### src/rtl/fifo_pkg.sv
// Shared constants for the async FIFO and its read-side stream adapter.
package fifo_pkg;

    localparam int unsigned DATA_WIDTH_DEF = 4;
    localparam int unsigned CNT_WIDTH_DEF  = 16;
    localparam int unsigned OCC_WIDTH      = 2;

    // Occupancy encoding of the 2-entry read buffer.
    localparam logic [OCC_WIDTH-1:0] OCC_EMPTY = 2'd0;
    localparam logic [OCC_WIDTH-1:0] OCC_HALF  = 2'd1;
    localparam logic [OCC_WIDTH-1:0] OCC_FULL  = 2'd2;

endpackage

### src/rtl/fifo_rd_skid_buf.sv
// Two-entry circular output buffer with occupancy tracking and synchronous flush.
module fifo_rd_skid_buf
    import fifo_pkg::*;
#(
    parameter int unsigned DATA_WIDTH = DATA_WIDTH_DEF
) (
    input  logic                  clk,
    input  logic                  rst_n,
    input  logic                  push,
    input  logic [DATA_WIDTH-1:0] push_data,
    input  logic                  pop,
    input  logic                  flush,
    output logic [OCC_WIDTH-1:0]  occ,
    output logic [DATA_WIDTH-1:0] head_data,
    output logic                  full
);

    logic [DATA_WIDTH-1:0] mem [2];
    logic                  head;
    logic                  tail;

    // Storage, pointers and occupancy; flush wins over any push.
    always_ff @(posedge clk or negedge rst_n) begin
        if (!rst_n) begin
            mem[0] <= '0;
            mem[1] <= '0;
            head   <= 1'b0;
            tail   <= 1'b0;
            occ    <= OCC_EMPTY;
        end else if (flush) begin
            head <= 1'b0;
            tail <= 1'b0;
            occ  <= OCC_EMPTY;
        end else begin
            if (push) begin
                mem[tail] <= push_data;
                tail      <= ~tail;
            end
            if (pop) begin
                head <= ~head;
            end
            occ <= occ + OCC_WIDTH'(push) - OCC_WIDTH'(pop);
        end
    end

    assign head_data = mem[head];
    assign full      = (occ == OCC_FULL);

endmodule

### src/rtl/fifo_rd_stream.sv
// Read-side drain adapter: turns the FIFO's one-cycle-latency pop port into a
// full-throughput valid/ready stream, counting delivered words.
module fifo_rd_stream
    import fifo_pkg::*;
#(
    parameter int unsigned DATA_WIDTH = DATA_WIDTH_DEF,
    parameter int unsigned CNT_WIDTH  = CNT_WIDTH_DEF
) (
    input  logic                  rd_clk,
    input  logic                  rd_rst_n,
    input  logic                  fifo_empty,
    output logic                  fifo_rd_en,
    input  logic [DATA_WIDTH-1:0] fifo_rd_data,
    input  logic                  flush,
    output logic                  m_valid,
    input  logic                  m_ready,
    output logic [DATA_WIDTH-1:0] m_data,
    output logic [CNT_WIDTH-1:0]  word_cnt,
    output logic                  buf_full
);

    localparam int unsigned CRED_WIDTH = OCC_WIDTH + 1;

    logic [OCC_WIDTH-1:0]  occ;
    logic                  inflight;
    logic                  pop;
    logic                  capture;
    logic [CRED_WIDTH-1:0] credit;
    logic [CNT_WIDTH-1:0]  cnt_q;

    assign pop     = m_valid & m_ready;
    assign capture = inflight & ~flush;

    // Buffered plus in-flight words after this cycle's pop must leave room for one more.
    assign credit     = CRED_WIDTH'(occ) + CRED_WIDTH'(inflight) - CRED_WIDTH'(pop);
    assign fifo_rd_en = ~fifo_empty & ~flush & (credit < CRED_WIDTH'(OCC_FULL));

    fifo_rd_skid_buf #(
        .DATA_WIDTH (DATA_WIDTH)
    ) u_buf (
        .clk       (rd_clk),
        .rst_n     (rd_rst_n),
        .push      (capture),
        .push_data (fifo_rd_data),
        .pop       (pop),
        .flush     (flush),
        .occ       (occ),
        .head_data (m_data),
        .full      (buf_full)
    );

    always_ff @(posedge rd_clk or negedge rd_rst_n) begin
        if (!rd_rst_n) begin
            inflight <= 1'b0;
            cnt_q    <= '0;
        end else begin
            inflight <= fifo_rd_en;
            cnt_q    <= cnt_q + CNT_WIDTH'(pop);
        end
    end

    assign m_valid  = (occ != OCC_EMPTY);
    assign word_cnt = cnt_q;

`ifndef SYNTHESIS
    a_credit_bound: assert property (@(posedge rd_clk) disable iff (!rd_rst_n)
        (CRED_WIDTH'(occ) + CRED_WIDTH'(inflight)) <= CRED_WIDTH'(OCC_FULL));
    a_no_pop_when_empty: assert property (@(posedge rd_clk) disable iff (!rd_rst_n)
        !(fifo_rd_en && fifo_empty));
`endif

endmodule

### config.mk
export PLATFORM = sky130hd
export DESIGN_NAME = fifo_rd_stream
export DESIGN_NICKNAME = d
export VERILOG_FILES = /design/src/rtl/fifo_pkg.sv /design/src/rtl/fifo_rd_skid_buf.sv /design/src/rtl/fifo_rd_stream.sv
export SDC_FILE = /design/constraint.sdc
export NUM_CORES = 1
export LEC_CHECK = 0
export BUFFER_PORTS_ARGS = -buffer_cell sky130_fd_sc_hd__buf_2
export CAP_MARGIN = 40
export CORE_AREA = 2 2 55 57
export DETAILED_ROUTE_END_ITERATION = 8
export DIE_AREA = 0 0 57 59
export PLACE_DENSITY = 0.74
export SETUP_SLACK_MARGIN = 0.4
export SLEW_MARGIN = 25
export SYNTH_ARGS = -nofsm -noshare
export SYNTH_HDL_FRONTEND = slang
export SYNTH_SLANG_ARGS = --single-unit
export TNS_END_PERCENT = 30
### constraint.sdc
create_clock -name rd_clk -period 2.4 [get_ports rd_clk]
set_input_delay 0.36 -clock rd_clk [delete_from_list [all_inputs] [get_ports rd_clk]]
set_output_delay 0.36 -clock rd_clk [all_outputs]
set_load 0.02 [all_outputs]
==> results.yml <==
logic_synthesis:
  yosys-top-cells-area: "dfrtp_1 (54%), xor2_1 (7.1%), mux2_1 (6.7%)"
  syn_nets: 122
  yosys.area.top_type: "dfrtp_1"
  yosys.cell_count.top_type: "dfrtp_1"
  async_reset_ff_frac: 1.00
  synth_edf_count: 0
  synth_flop_cell: "dfrtp_1"
  yosys-top-cells-count: "dfrtp_1 (29), xor2_1 (11), mux2_1 (8), nand2_1 (8), nor2_1 (8)"
  ys_ff_latch: 29
  yosys_warnings: 0
  syn_avg_cell_area_um2: 12.7
  netlist_area_mm2: 0.00135
  netlist.area_leader.share: 0.536
  synth_cell_type_count: 20
  syn_inst: 107
  ys_seq_area_frac: 0.536
layout:
  fillerInstances: 239
  drive_gt1_frac: 0.380
  final_nets: 164
  diodes: 0
  finish.utilization: 0.615
  final_cells: 181
  area_delta_synth_final_pct: 23.2
global_routing:
  grt_max_degree: 30
  first_global_vias: 942
  grt_pass1_wl_um: 4160
  overflow: 0
  antenna_found_initial: 0
  grtUsageTotal: 0.167
sta:
  setup-tns-final_ns: -0.241
  fin_worst_skew_ns: 0.00701
  worst_slack_ns: -0.241
  timing.hold.ws_ns: 0.0434
  hold_violations: 0
  setup_viol: 1
  rsz0062_at_grt: "yes"
  fin_crit_sh: 1.10
  period_minus_slack_ns: 2.64
  tightest_slew_ns: 0.613
  max_freq_mhz: 379
  finalMaxSlewViolations: 0
  slew_headroom: 0.591
hold_path:
  holdCritPathClass: "input port to async pin"
critical_path:
  r2r-start: "u_buf.occ[1]"
  r2r_end: "inflight"
  max_stage_delay_ns: 0.38
  endpoint_kind: "output pin"
  cp.required_ns: 2.04
  r2r_cells: 8
  crit_fanout: 2
  path_class: "flip-flop to output pin"
  worst_ep_arrival_time_ns: 2.28
  worstSetupStartpointType: "flip-flop"
  crit_chain: "o21a_1 -> ha_1 -> inv_1 -> nand2_1 -> fa_2 -> xor2_1 -> nor4b_4 -> buf_4"
  critPathSlowestCell: "dfrtp_1"
  regToRegSetupSlack_ns: 0.43
clock_network:
  cts-root-buf: "clkbuf_4"
  cts_buffers: 5
  path_clk_slew_ns: 0.09
  cts_buffer_depth: 2
  ctsHtreeMaxLevel: 2
  cts_tree: "done"
  clock_sinks: 29
  clk_latency_ns: 0.32
  postCtsHoldBufs: 0
pwr:
  p_per_area_mw_per_mm2: 1060
  p_leak_nw: 0.903
  vdd_drop_max_uv: 823
  finalPower_mw: 1.76
drt:
  vias: 912
  wl_per_cell_um: 12.8
  drc: 0
  drt-initial-drc-count: 12
  antenna_left: 0
  drt-total-wl_um: 2320
  firstDrtPassIters: 4
  via_per_inst: 5.04
floorplan:
  dieHeight_um: 59
  io_pins: 32
  initial_core_util: 0.500
  num_rows: 19
  die_area_mm2: 0.00336
  core_area_mm2: 0.00271
  die_w_um: 57
run:
  maxCapViolCount: 0
outcome:
  status: "finished with violations"
  failed_checks: "setup timing"
placement:
  gp_congestion: 0.713
  io_buffers: 31
  place_hpwl_um: 1740
  place_inst: 171
critical path, delay by kind of cell, from the launching register on:
family / cells / cell delay [ns]
AND/OR/NAND/NOR: 2 / 0.35
XOR/XNOR: 1 / 0.17
AO/OA/AOI/OAI: 1 / 0.21
adder cells (fa/ha/maj): 2 / 0.60
flip-flops: 1 / 0.38
buffers and inverters: 2 / 0.25
routing by layer:
metal | vias up | track usage | share of wire | wire, um
li1 | 442 | - | - | -
met1 | 441 | 0.207 | 0.45 | 1050
met2 | 27 | 0.264 | 0.48 | 1120
met3 | 2 | 0.0677 | 0.063 | 146
met4 | 0 | 0.0598 | 0.0047 | 11
met5 | - | 0 | 0 | 0
through the flow:
| step | setup WS (ns) | cell area, um^2 |
|---|---|---|
| after floorplan | 0.104 | 1370 |
| after global placement | 0.120 | 1580 |
| after detailed placement | 0.0599 | 1580 |
| after CTS | -0.279 | 1660 |
| after global routing | -0.360 | 1670 |
| final | -0.241 | 1670 |
state kept, by name, summed over array words and instances, names as in the netlist:
signal and flops:
inflight 1, u_buf.mem 8, word_cnt 16, u_buf.head 1, u_buf.occ 2, u_buf.tail 1
layout by cell type (no fill, tap or decap):
cell and instances:
clkbuf_8 2, o21a_1 1, mux2_1 8, xnor2_1 7
nor4_2 4, nor4b_4 1, mux2_2 4, nor2b_1 2
nand4_2 3, ha_1 5, buf_2 30, and2b_1 1
clkbuf_4 5, buf_4 5, xor2_1 11, nor3_1 3
fa_2 1, inv_1 6, nor2_1 8, nand2_1 8
nand3_2 1, nand3_1 3, nand4_1 1, dfrtp_1 29
clkinv_2 1
repair_timing:
item / 4_1_cts / 5_1_grt
buffers inserted: 1 / 1
pin swaps: 0 / 1
endpoints found under the setup margin: 1 / 1
gates resized for setup: 1 / 1
gates cloned: 0 / 0
kinds of logic after synthesis:
logic type	count (synthesis)	share of synthesized area
compound gates	1	0.00555
xor+xnor	18	0.116
fa+ha+maj	6	0.0610
buf+inv	6	0.0166
flops	29	0.536
mux	12	0.0998
simple gates	35	0.165
cell type report:
type / instances / area, um^2 / share of cell area
clock buffers: 7 / 65.1 / 0.0390
multi-input cells: 72 / 623 / 0.374
clock inverters: 1 / 5.00 / 0.00300
well taps: 31 / 38.8 / 0.0233
repair buffers: 35 / 188 / 0.113
inverters: 6 / 22.5 / 0.0135
flip-flops and latches: 29 / 726 / 0.435
worst max path at each step:
| stage | slack, ns | from | endpoint | cells after the start |
|---|---|---|---|---|
| detailed placement | 0.06 | m_ready | fifo_rd_en | 9 |
| floorplan | 0.10 | u_buf.occ[1] | fifo_rd_en | 7 |
| finish | -0.24 | u_buf.occ[1] | fifo_rd_en | 8 |
| CTS | -0.28 | u_buf.occ[1] | fifo_rd_en | 8 |
| global route | -0.36 | u_buf.occ[1] | fifo_rd_en | 8 |
| global placement | 0.12 | m_ready | fifo_rd_en | 9 |
power breakdown:
part | internal [mW] | total, mW | leakage [nW] | switching, mW
clock | 0.170 | 0.335 | 0.0413 | 0.166
combinational | 0.337 | 0.706 | 0.488 | 0.369
sequential | 0.616 | 0.722 | 0.374 | 0.106
(Power assumes the default switching activity.)
